[src/rtl/image_params_pkg.sv]
// Shared image/lane parameters for the result write path.
// Provides the lane count and coordinate widths, the lane-entry struct
// {row, col, data} that travels through each lane FIFO, and the helper that
// expands a binary result pixel into a 3-bit colour channel.
package image_params_pkg;

    localparam int NUM_PARALLEL_BITS = 2;
    localparam int NUM_PARALLEL      = 1 << NUM_PARALLEL_BITS;
    localparam int WIDTH_BITS        = 8;
    localparam int HEIGHT_BITS       = 8;

    typedef struct packed {
        logic [HEIGHT_BITS-1:0] row;
        logic [WIDTH_BITS-1:0]  col;
        logic                   data;
    } lane_entry_t;

    // A binary pixel is shown as full white or full black on every channel.
    function automatic logic [2:0] pixel_colour(input logic data);
        return {3{data}};
    endfunction

endpackage

[src/rtl/lane_fifo.sv]
// Per-lane result FIFO.
// Registered storage of 2^FIFO_DEPTH_BITS lane entries with a combinational
// view of the head entry. A push into a full FIFO is accepted when the same
// edge pops, so a lane that is drained every cycle never loses a write.
// Ports:
//   clock, not_reset      : system clock, asynchronous active-low reset
//   push, push_entry      : write request and entry (ignored when full and not popped)
//   pop                   : remove the head entry (ignored when empty)
//   pop_entry             : current head entry
//   full, empty           : occupancy flags
module lane_fifo
    import image_params_pkg::*;
#(
    parameter int FIFO_DEPTH_BITS = 2
) (
    input  logic        clock,
    input  logic        not_reset,
    input  logic        push,
    input  lane_entry_t push_entry,
    input  logic        pop,
    output lane_entry_t pop_entry,
    output logic        full,
    output logic        empty
);

    localparam int DEPTH = 1 << FIFO_DEPTH_BITS;

    lane_entry_t                mem_r [DEPTH];
    logic [FIFO_DEPTH_BITS-1:0] wr_ptr_r;
    logic [FIFO_DEPTH_BITS-1:0] rd_ptr_r;
    logic [FIFO_DEPTH_BITS:0]   count_r;
    logic                       do_push_s;
    logic                       do_pop_s;

    assign full      = (count_r == (FIFO_DEPTH_BITS+1)'(DEPTH));
    assign empty     = (count_r == '0);
    assign do_pop_s  = pop && !empty;
    assign do_push_s = push && (!full || do_pop_s);
    assign pop_entry = mem_r[rd_ptr_r];

    // Pointer and occupancy bookkeeping; reset empties the FIFO.
    always_ff @(posedge clock or negedge not_reset) begin
        if (!not_reset) begin
            wr_ptr_r <= '0;
            rd_ptr_r <= '0;
            count_r  <= '0;
        end else begin
            if (do_push_s) begin
                wr_ptr_r <= wr_ptr_r + FIFO_DEPTH_BITS'(1);
            end
            if (do_pop_s) begin
                rd_ptr_r <= rd_ptr_r + FIFO_DEPTH_BITS'(1);
            end
            case ({do_push_s, do_pop_s})
                2'b10:   count_r <= count_r + (FIFO_DEPTH_BITS+1)'(1);
                2'b01:   count_r <= count_r - (FIFO_DEPTH_BITS+1)'(1);
                default: count_r <= count_r;
            endcase
        end
    end

    // Entry storage; contents are don't-care while the FIFO is empty.
    always_ff @(posedge clock) begin
        if (do_push_s) begin
            mem_r[wr_ptr_r] <= push_entry;
        end
    end

endmodule

[src/rtl/result_write_arbiter.sv]
// Result write arbiter.
// Collects binary result pixels from NUM_PARALLEL producer lanes into
// per-lane FIFOs and serialises them, one pixel per cycle, onto a single
// display-memory write port using round-robin arbitration. Counts emitted
// pixels (saturating at one full frame) and flags frame completion and
// per-lane dropped writes.
// Ports:
//   clock, not_reset            : system clock, asynchronous active-low reset
//   iWren/iCol/iRow/iData       : per-lane result write (flattened, lane 0 in LSBs)
//   oX/oY/oR/oG/oB, oWren       : registered pixel write (oX=row, oY=col)
//   oOverflow                   : sticky per-lane dropped-write flag
//   oPixelCount, oFrameDone     : emitted pixel count and sticky frame-done flag
// The parameters must match the widths in image_params_pkg, which defines
// the lane entry carried by each FIFO.
module result_write_arbiter #(
    parameter int NUM_PARALLEL_BITS = image_params_pkg::NUM_PARALLEL_BITS,
    parameter int WIDTH_BITS        = image_params_pkg::WIDTH_BITS,
    parameter int HEIGHT_BITS       = image_params_pkg::HEIGHT_BITS,
    parameter int FIFO_DEPTH_BITS   = 2,
    localparam int NUM_PARALLEL     = 1 << NUM_PARALLEL_BITS,
    localparam int CNT_W            = WIDTH_BITS + HEIGHT_BITS + 1
) (
    input  logic                                clock,
    input  logic                                not_reset,
    input  logic [NUM_PARALLEL-1:0]             iWren,
    input  logic [NUM_PARALLEL*WIDTH_BITS-1:0]  iCol,
    input  logic [NUM_PARALLEL*HEIGHT_BITS-1:0] iRow,
    input  logic [NUM_PARALLEL-1:0]             iData,
    output logic [7:0]                          oX,
    output logic [7:0]                          oY,
    output logic [2:0]                          oR,
    output logic [2:0]                          oG,
    output logic [2:0]                          oB,
    output logic                                oWren,
    output logic [NUM_PARALLEL-1:0]             oOverflow,
    output logic [CNT_W-1:0]                    oPixelCount,
    output logic                                oFrameDone
);

    localparam logic [CNT_W-1:0] PIX_MAX = CNT_W'(1) << (WIDTH_BITS + HEIGHT_BITS);

    image_params_pkg::lane_entry_t wr_entry_s [NUM_PARALLEL];
    image_params_pkg::lane_entry_t head_s     [NUM_PARALLEL];
    image_params_pkg::lane_entry_t sel_entry_s;
    logic [NUM_PARALLEL-1:0]       empty_s;
    logic [NUM_PARALLEL-1:0]       full_s;
    logic [NUM_PARALLEL-1:0]       pop_s;
    logic [NUM_PARALLEL-1:0]       drop_s;
    logic [NUM_PARALLEL_BITS-1:0]  last_grant_r;
    logic [NUM_PARALLEL_BITS-1:0]  grant_idx_s;
    logic                          grant_valid_s;

    for (genvar i = 0; i < NUM_PARALLEL; i++) begin : g_lane
        assign wr_entry_s[i] = '{row:  iRow[i*HEIGHT_BITS +: HEIGHT_BITS],
                                 col:  iCol[i*WIDTH_BITS +: WIDTH_BITS],
                                 data: iData[i]};

        lane_fifo #(
            .FIFO_DEPTH_BITS (FIFO_DEPTH_BITS)
        ) u_fifo (
            .clock      (clock),
            .not_reset  (not_reset),
            .push       (iWren[i]),
            .push_entry (wr_entry_s[i]),
            .pop        (pop_s[i]),
            .pop_entry  (head_s[i]),
            .full       (full_s[i]),
            .empty      (empty_s[i])
        );
    end

    // Round-robin search starting one past the last granted lane; the
    // wrap-around comes free from the NUM_PARALLEL_BITS-wide addition.
    always_comb begin
        logic [NUM_PARALLEL_BITS-1:0] cand;
        grant_valid_s = 1'b0;
        grant_idx_s   = '0;
        cand          = '0;
        for (int k = 1; k <= NUM_PARALLEL; k++) begin
            cand = last_grant_r + NUM_PARALLEL_BITS'(k);
            if (!grant_valid_s && !empty_s[cand]) begin
                grant_valid_s = 1'b1;
                grant_idx_s   = cand;
            end else begin
                grant_idx_s   = grant_idx_s;
            end
        end
    end

    // Pop strobe for the winner and detection of writes lost to a full lane.
    always_comb begin
        pop_s       = grant_valid_s ? (NUM_PARALLEL'(1) << grant_idx_s) : '0;
        drop_s      = iWren & full_s & ~pop_s;
        sel_entry_s = head_s[grant_idx_s];
    end

    // Registered pixel write port, arbitration state and status flags.
    always_ff @(posedge clock or negedge not_reset) begin
        if (!not_reset) begin
            last_grant_r <= NUM_PARALLEL_BITS'(NUM_PARALLEL - 1);
            oWren        <= 1'b0;
            oX           <= 8'd0;
            oY           <= 8'd0;
            oR           <= 3'd0;
            oG           <= 3'd0;
            oB           <= 3'd0;
            oOverflow    <= '0;
            oPixelCount  <= '0;
            oFrameDone   <= 1'b0;
        end else begin
            oWren     <= grant_valid_s;
            oOverflow <= oOverflow | drop_s;
            if (grant_valid_s) begin
                last_grant_r <= grant_idx_s;
                oX           <= 8'(sel_entry_s.row);
                oY           <= 8'(sel_entry_s.col);
                oR           <= image_params_pkg::pixel_colour(sel_entry_s.data);
                oG           <= image_params_pkg::pixel_colour(sel_entry_s.data);
                oB           <= image_params_pkg::pixel_colour(sel_entry_s.data);
                if (oPixelCount != PIX_MAX) begin
                    oPixelCount <= oPixelCount + CNT_W'(1);
                end
            end
            // Frame done follows one cycle behind the count reaching a full frame.
            if (oPixelCount == PIX_MAX) begin
                oFrameDone <= 1'b1;
            end
        end
    end

endmodule

[config.mk]
export PLATFORM = sky130hd
export DESIGN_NAME = result_write_arbiter
export DESIGN_NICKNAME = d
export VERILOG_FILES = /design/src/rtl/image_params_pkg.sv /design/src/rtl/lane_fifo.sv /design/src/rtl/result_write_arbiter.sv
export SDC_FILE = /design/constraint.sdc
export NUM_CORES = 1
export LEC_CHECK = 0
export ABC_AREA = 1
export BUFFER_PORTS_ARGS = -buffer_cell sky130_fd_sc_hd__buf_2
export CAP_MARGIN = 0
export CELL_PAD_IN_SITES_DETAIL_PLACEMENT = 1
export CELL_PAD_IN_SITES_GLOBAL_PLACEMENT = 1
export CORE_UTILIZATION = 44
export CTS_BUF_LIST = sky130_fd_sc_hd__clkbuf_16
export DETAILED_ROUTE_END_ITERATION = 10
export HOLD_SLACK_MARGIN = 0.06
export PLACE_DENSITY = 0.78
export SKIP_LAST_GASP = 1
export SYNTH_ARGS = -nofsm -noshare
export SYNTH_HDL_FRONTEND = slang
export SYNTH_SLANG_ARGS = --single-unit
[constraint.sdc]
create_clock -name clock -period 5.2 [get_ports clock]
set_input_delay 0.78 -clock clock [delete_from_list [all_inputs] [get_ports clock]]
set_output_delay 0.78 -clock clock [all_outputs]
set_load 0.02 [all_outputs]
==> impl_metrics.csv, run 1 <==
group,metric,value,unit
worst_setup_path,rr_endpoint,"g_lane[0].u_fifo.count_r[2]",
clock_network,clk_pin_slew,0.06,ns
pwr,finalPower,11.32,mW
worst_setup_path,cp.required,5.59,ns
final_layout,layout_common_cells,"edfxtp_1, nand2_1, nor2_1",
timing,rsz0062_at_grt,"no",
place,dpl.cell_count,1761,
final_layout,stdcell_count,1829,
timing,setup-violations-final,0,
clock_network,cts_setup_buffers,0,
final_layout,final_common_cell,"edfxtp_1",
worst_setup_path,path_max_fanout,21,
yosys,ys_ff_latch,342,
final_layout,utilization,51.40,%
final_layout,multi_input_area,3946,um2
clock_network,htree_num_levels,2,
floorplanning,fp.dieH,183.3,um
timing,final_max_slew_viol_count,0,
worst_setup_path,crit_chain,"inv_4, nand3_1, nand2_1, o21ai_2, nor2_2, nand3_1, inv_1, nor2_2, nand2_1, inv_1, ha_1, inv_1, fa_1, a21oi_1, o21ai_0, xor2_1",
place,portBuffers,121,
worst_setup_path,worst_setup_path_start_kind,"flop",
floorplanning,core,32450,um2
yosys,ys_warn_count,0,
yosys,syn_nets,1336,
clock_network,cts_resized,0,
clock_network,worstSkewPairLatency,0.52,ns
clock_network,numCtsBuffers,38,
worst_setup_path,r2r_setup_slack,1.37,ns
place,gp_congestion,0.8276,
pwr,power.leakage,6.414,nW
yosys,synth_cell_type_count,36,
worst_setup_path,critPathSlowestCell,"nor2_2",
final_layout,fillers,3442,
grt,gr-usage-all-layers,22.49,%
worst_setup_path,slowest_delay,0.79,ns
detailed_routing,drc,0,
worst_setup_path,crit_family,"simple AND/OR/NAND/NOR gates",
detailed_routing,wl,37.17,mm
outcome,status,"finished clean",
timing,worst_pin_slew,1.044,ns
worst_setup_path,timing.critical_path.buf_inv,4,
final_layout,regArea,9922,um2
worst_setup_path,crit_cells,16,
timing,period_share,73.74,%
timing,tns,0,ns
floorplanning,start_util,44.58,%
grt,grt_pass1_vias,10400,
detailed_routing,via_count,9808,
clock_network,clockRootBuffer,"clkbuf_16",
grt,grt_max_degree,73,
clock_network,clock_path_buffers,3,
grt,antenna_found_initial,1,
final_layout,num_antenna_cells,0,
timing,hold_violations,0,
timing,clock_skew,0.01748,ns
clock_network,cts_tree,"yes",
final_layout,drive_above_1_share,15.93,%
worst_setup_path,critPathCaptureType,"flop",
final_layout,nNetsFinal,1459,
detailed_routing,viasPerCell,5.362,
detailed_routing,drt_iter0_drc,551,
yosys,synth_area_per_cell,11.71,um2
clock_network,clock-sinks,342,
worst_setup_path,r2r_start,"last_grant_r[0]",
timing,relSlewSlack,30.00,%
worst_setup_path,r2r.worst_path.cells,16,
grt,grt.overflow.total,0,
floorplanning,dieArea,33610,um2
pwr,powerDensity,678.6,nW/um2
final_layout,syn2layout_area_growth,15.29,%
detailed_routing,drt_first_pass_iters,4,
floorplanning,io_pins,122,
clock_network,hold_buffers,0,
yosys,postSynthCellCount,1236,
pwr,ir_drop,0.3954,mV
worst_setup_path,crit_top_cell,"inv_1",
yosys,syn_area,14470,um2
job,cap_violations,0,
detailed_routing,drtAntennaViolNets,0,
floorplanning,placementRows,66,
worst_setup_path,cp_data_arrival_time,4.23,ns
worst_setup_path,crit_path_start,"last_grant_r[0]",
timing,fin_crit,3.835,ns
detailed_routing,detail_route.wl_per_cell,20.32,um
worst_setup_path,crit_path_end,"g_lane[0].u_fifo.count_r[2]",
floorplanning,die_w,183.3,um
grt,grt_first_pass_wirelength,57.44,mm
place,dp_hpwl,24.37,mm
timing,max_freq,0.2608,GHz
yosys,ys_seq_area_share,68.58,%
worst_setup_path,crit_type,"flop to flop",
min_path,min_path_type,"input pin to async pin",
## layer usage
| layer | up-vias | share of wire (%) | track usage, % |
|---|---|---|---|
| li1 | 4578 | - | - |
| met1 | 4953 | 42 | 28.34 |
| met2 | 201 | 50 | 39.13 |
| met3 | 74 | 4.0 | 3.376 |
| met4 | 2 | 3.6 | 8.567 |
| met5 | - | 0.022 | 0 |
## final cells by class
class | count | share of cell area [%]
Clock inverter | 29 | 1.238
Timing Repair Buffer | 146 | 4.771
Inverter | 74 | 1.680
Tap cell | 442 | 3.316
Clock buffer | 39 | 5.851
Sequential cell | 342 | 59.49
Multi-Input combinational cell | 757 | 23.66
## flip-flops by register name (all words and copies together), names as in the netlist, 4 cells and up
| register | flops |
|---|---|
| g_lane.u_fifo.count_r | 12 |
| g_lane.u_fifo.mem_r | 272 |
| g_lane.u_fifo.rd_ptr_r | 8 |
| g_lane.u_fifo.wr_ptr_r | 8 |
| oOverflow | 4 |
| oPixelCount | 17 |
| oX | 8 |
| oY | 8 |
## cells in the mapped netlist
library cell | instances | share of area (%)
ha_1 | 22 | 1.9
nor3b_1 | 1 | 0.052
buf_2 | 5 | 0.17
o21ai_1 | 18 | 0.62
clkinv_1 | 5 | 0.13
xnor2_1 | 10 | 0.61
or2_2 | 2 | 0.086
fa_1 | 4 | 0.55
nor2_2 | 2 | 0.086
a21oi_1 | 38 | 1.3
nand2_2 | 8 | 0.35
inv_1 | 66 | 1.7
inv_4 | 1 | 0.043
inv_2 | 2 | 0.052
buf_4 | 10 | 0.52
xor2_1 | 14 | 0.85
nand4_1 | 9 | 0.39
nand2_4 | 2 | 0.16
clkbuf_1 | 39 | 1.0
edfxtp_1 | 272 | 56
nor2_1 | 163 | 4.2
nor3_1 | 5 | 0.17
nor4_1 | 2 | 0.086
buf_1 | 3 | 0.078
dfstp_2 | 2 | 0.36
nand2_1 | 225 | 5.8
a32o_1 | 34 | 2.4
clkbuf_2 | 1 | 0.035
nand3_1 | 30 | 1.0
nand3_2 | 4 | 0.28
o21ai_0 | 110 | 3.8
dfrtp_1 | 68 | 12
buf_6 | 5 | 0.39
o21bai_1 | 19 | 0.99
o22ai_1 | 34 | 1.5
o21ai_2 | 1 | 0.061
## through the flow
| stage | setup WS, ns | hold WS (ns) | instance area, um2 |
|---|---|---|---|
| floorplan | 2.369 | 0.4724 | 14470 |
| global placement | 1.530 | 0.4441 | 15500 |
| detailed placement | 1.441 | 0.4550 | 15500 |
| CTS | 1.341 | 0.4400 | 16680 |
| global route | 1.103 | 0.4594 | 16680 |
| finish | 1.365 | 0.3829 | 16680 |
## power breakdown
part | switching (mW) | internal, mW | total [mW]
Combinational | 3.29 | 1.37 | 4.66
Clock | 1.06 | 1.50 | 2.56
Sequential | 0.361 | 3.73 | 4.09
## how the worst min path moves through the flow
stage | startpoint | end | slack (ns)
6_report | not_reset | oPixelCount[11] | 0.38
5_1_grt | not_reset | oPixelCount[11] | 0.46
4_1_cts | not_reset | oPixelCount[11] | 0.44
3_5_place_dp | oFrameDone | oFrameDone | 0.46
3_3_place_gp | oFrameDone | oFrameDone | 0.44
2_1_floorplan | g_lane[2].u_fifo.rd_ptr_r[1] | g_lane[2].u_fifo.rd_ptr_r[1] | 0.47
## cells by family after synthesis
kind of cell               share of synthesized area, %
and+or+nand+nor                                   12.76
buffers and inverters                             4.142
adders and majority gates                         2.456
DFF                                               68.58
xor gates and xnor gates                          1.453
AOI/OAI and AO/OA                                 10.61
(Power assumes the default switching activity.)
==> run 2: changes to the inputs <==
Clock period 5.2 ns to 3.7 ns, I/O delays scaled along.
==> run 2 against run 1 <==
Effect of this change: critical path depth is the same; sequential power up 40%; routed wire length up 2.8%; register-to-register slack worse by 0.99 ns; combinational power is 45% higher; critical path type unchanged; critical endpoint is now g_lane[3].u_fifo.count_r[2]; largest cell class unchanged.
==> impl_metrics.csv, run 2 (same netlist as run 1, synthesis figures left out) <==
group,metric,value,unit
outcome,status,"finished clean",
clock_network,clock-sinks,342,
clock_network,clock_path_buffers,3,
final_layout,syn2layout_area_growth,16.46,%
clock_network,cts_resized,0,
floorplanning,dieArea,33610,um2
clock_network,numCtsBuffers,38,
timing,rsz0062_at_grt,"no",
worst_setup_path,crit_top_cell,"nand2_1",
worst_setup_path,crit_type,"flop to flop",
floorplanning,io_pins,122,
detailed_routing,wl_met3,1.546,mm
detailed_routing,viasPerCell,5.343,
floorplanning,placementRows,66,
job,cap_violations,0,
detailed_routing,wl_met1,15.76,mm
place,dp_hpwl,24.82,mm
detailed_routing,drt_first_pass_iters,5,
worst_setup_path,critPathCaptureType,"flop",
worst_setup_path,critPathSlowestCell,"dfstp_2",
timing,fin_crit,3.325,ns
detailed_routing,detail_route.wl_per_cell,20.79,um
grt,antenna_found_initial,5,
pwr,power.leakage,6.453,nW
floorplanning,fp.dieH,183.3,um
final_layout,top_register,"g_lane.u_fifo.mem_r",
place,gp_congestion,0.8452,
detailed_routing,wl,38.20,mm
timing,setup-violations-final,0,
min_path,min_path_type,"input pin to async pin",
detailed_routing,drt_iter0_drc,586,
clock_network,clk_pin_slew,0.06,ns
clock_network,hold_buffers,0,
floorplanning,die_w,183.3,um
final_layout,reg_top3,"g_lane.u_fifo.mem_r (272), oPixelCount (17), g_lane.u_fifo.count_r (12)",
final_layout,utilization,51.92,%
detailed_routing,routed-wl-met2,19.71,mm
clock_network,htree_num_levels,2,
clock_network,worstSkewPairLatency,0.52,ns
grt,grt_first_pass_wirelength,58.59,mm
grt,grt.overflow.total,0,
worst_setup_path,crit_chain,"inv_4, nand3_1, nand2_1, o21ai_2, nor2_2, nand3_1, nand4_1, nand2_1, nand2_1, nand2_1, ha_1, inv_1, fa_1, a21oi_1, o21ai_0, xor2_1",
final_layout,stdcell_count,1837,
timing,final_max_slew_viol_count,0,
worst_setup_path,cp_data_arrival_time,3.70,ns
clock_network,cts_setup_buffers,0,
timing,tns,0,ns
timing,hold_violations,0,
floorplanning,start_util,44.58,%
detailed_routing,drc,0,
grt,gr-usage-all-layers,23.07,%
floorplanning,core,32450,um2
place,portBuffers,121,
clock_network,clockRootBuffer,"clkbuf_16",
clock_network,cts_tree,"yes",
timing,period_share,89.86,%
detailed_routing,drtAntennaViolNets,0,
detailed_routing,via_count,9816,
worst_setup_path,path_max_fanout,10,
timing,relSlewSlack,33.31,%
timing,worst_pin_slew,0.9942,ns
worst_setup_path,cp.required,4.08,ns
timing,clock_skew,0.01686,ns
detailed_routing,top_layer,"met5",
worst_setup_path,worst_setup_path_start_kind,"flop",
pwr,finalPower,16.41,mW
worst_setup_path,slowest_delay,0.67,ns
final_layout,final_common_cell,"edfxtp_1",
grt,grt_max_degree,71,
final_layout,layout_common_cells,"edfxtp_1, nand2_1, nor2_1",
final_layout,largest_reg_flops,272,
grt,grt_pass1_vias,10370,
pwr,ir_drop,0.5168,mV
pwr,powerDensity,973.9,nW/um2
place,dpl.cell_count,1768,
final_layout,drive_above_1_share,16.58,%
timing,max_freq,0.3008,GHz
final_layout,nNetsFinal,1466,
-- run 2: cell types whose count changed in the layout (fill, tap and decap cells not counted), sizes merged --
cell	before	now
buf	146	153
diode	0	2
clkinvlp	0	6
clkinv	20	14
bufinv	3	7
inv	80	75
-- run 2: through the flow --
step           area [um2]  setup WS (ns)  hold slack, ns
2_1_floorplan       14470         0.8689          0.2594
6_report            16850         0.3751          0.1490
3_5_place_dp        15550         0.5355          0.4524
5_1_grt             16850         0.1742          0.2374
3_3_place_gp        15550         0.6936          0.4463
4_1_cts             16840         0.4183          0.2072
-- run 2: final timing paths --
kind / endpoint / slack (ns) / cells past startpoint / startpoint
setup / recovery: g_lane[3].u_fifo.count_r[2] / 0.38 / 16 / last_grant_r[0]
hold / removal: oPixelCount[10] / 0.15 / 1 / not_reset
setup reg to reg: g_lane[3].u_fifo.count_r[2] / 0.38 / 16 / last_grant_r[0]
hold reg to reg: oFrameDone / 0.46 / 2 / oFrameDone
max in group asynchronous: oY[6] / 2.89 / 1 / not_reset
min in group clock: g_lane[2].u_fifo.mem_r[0][6] / 0.25 / 1 / iCol[21]
-- run 2: cell type report --
cell class                 instances  area (um2)
fill                            3427       15610
sequential                       342        9922
multi-input combinational        757        3946
clock buffer                      39       975.9
timing repair buffer             153       848.3
tap                              442       553.0
clock inverter                    28       317.8
inverter                          74       280.3
antenna                            2       5.005
-- run 2: per-layer routing --
| metal | GRT usage, % | vias up |
|---|---|---|
| met5 | 0 | - |
| met2 | 41.13 | 201 |
| met4 | 8.267 | 4 |
| met3 | 3.515 | 74 |
| li1 | - | 4584 |
| met1 | 28.37 | 4953 |
-- run 2: where the power goes --
part	switching [mW]	internal, mW
sequential	0.500	5.24
combinational	4.77	1.99
clock	1.51	2.40
-- run 2: critical path: cells and delay by family, from the launching register on --
kind,cells,cell delay [ns]
xor gates and xnor gates,1,0.17
AOI/OAI and AO/OA,3,0.53
buffers and inverters,2,0.17
adders and majority gates,2,0.59
DFF,1,0.67
and+or+nand+nor,8,1.05
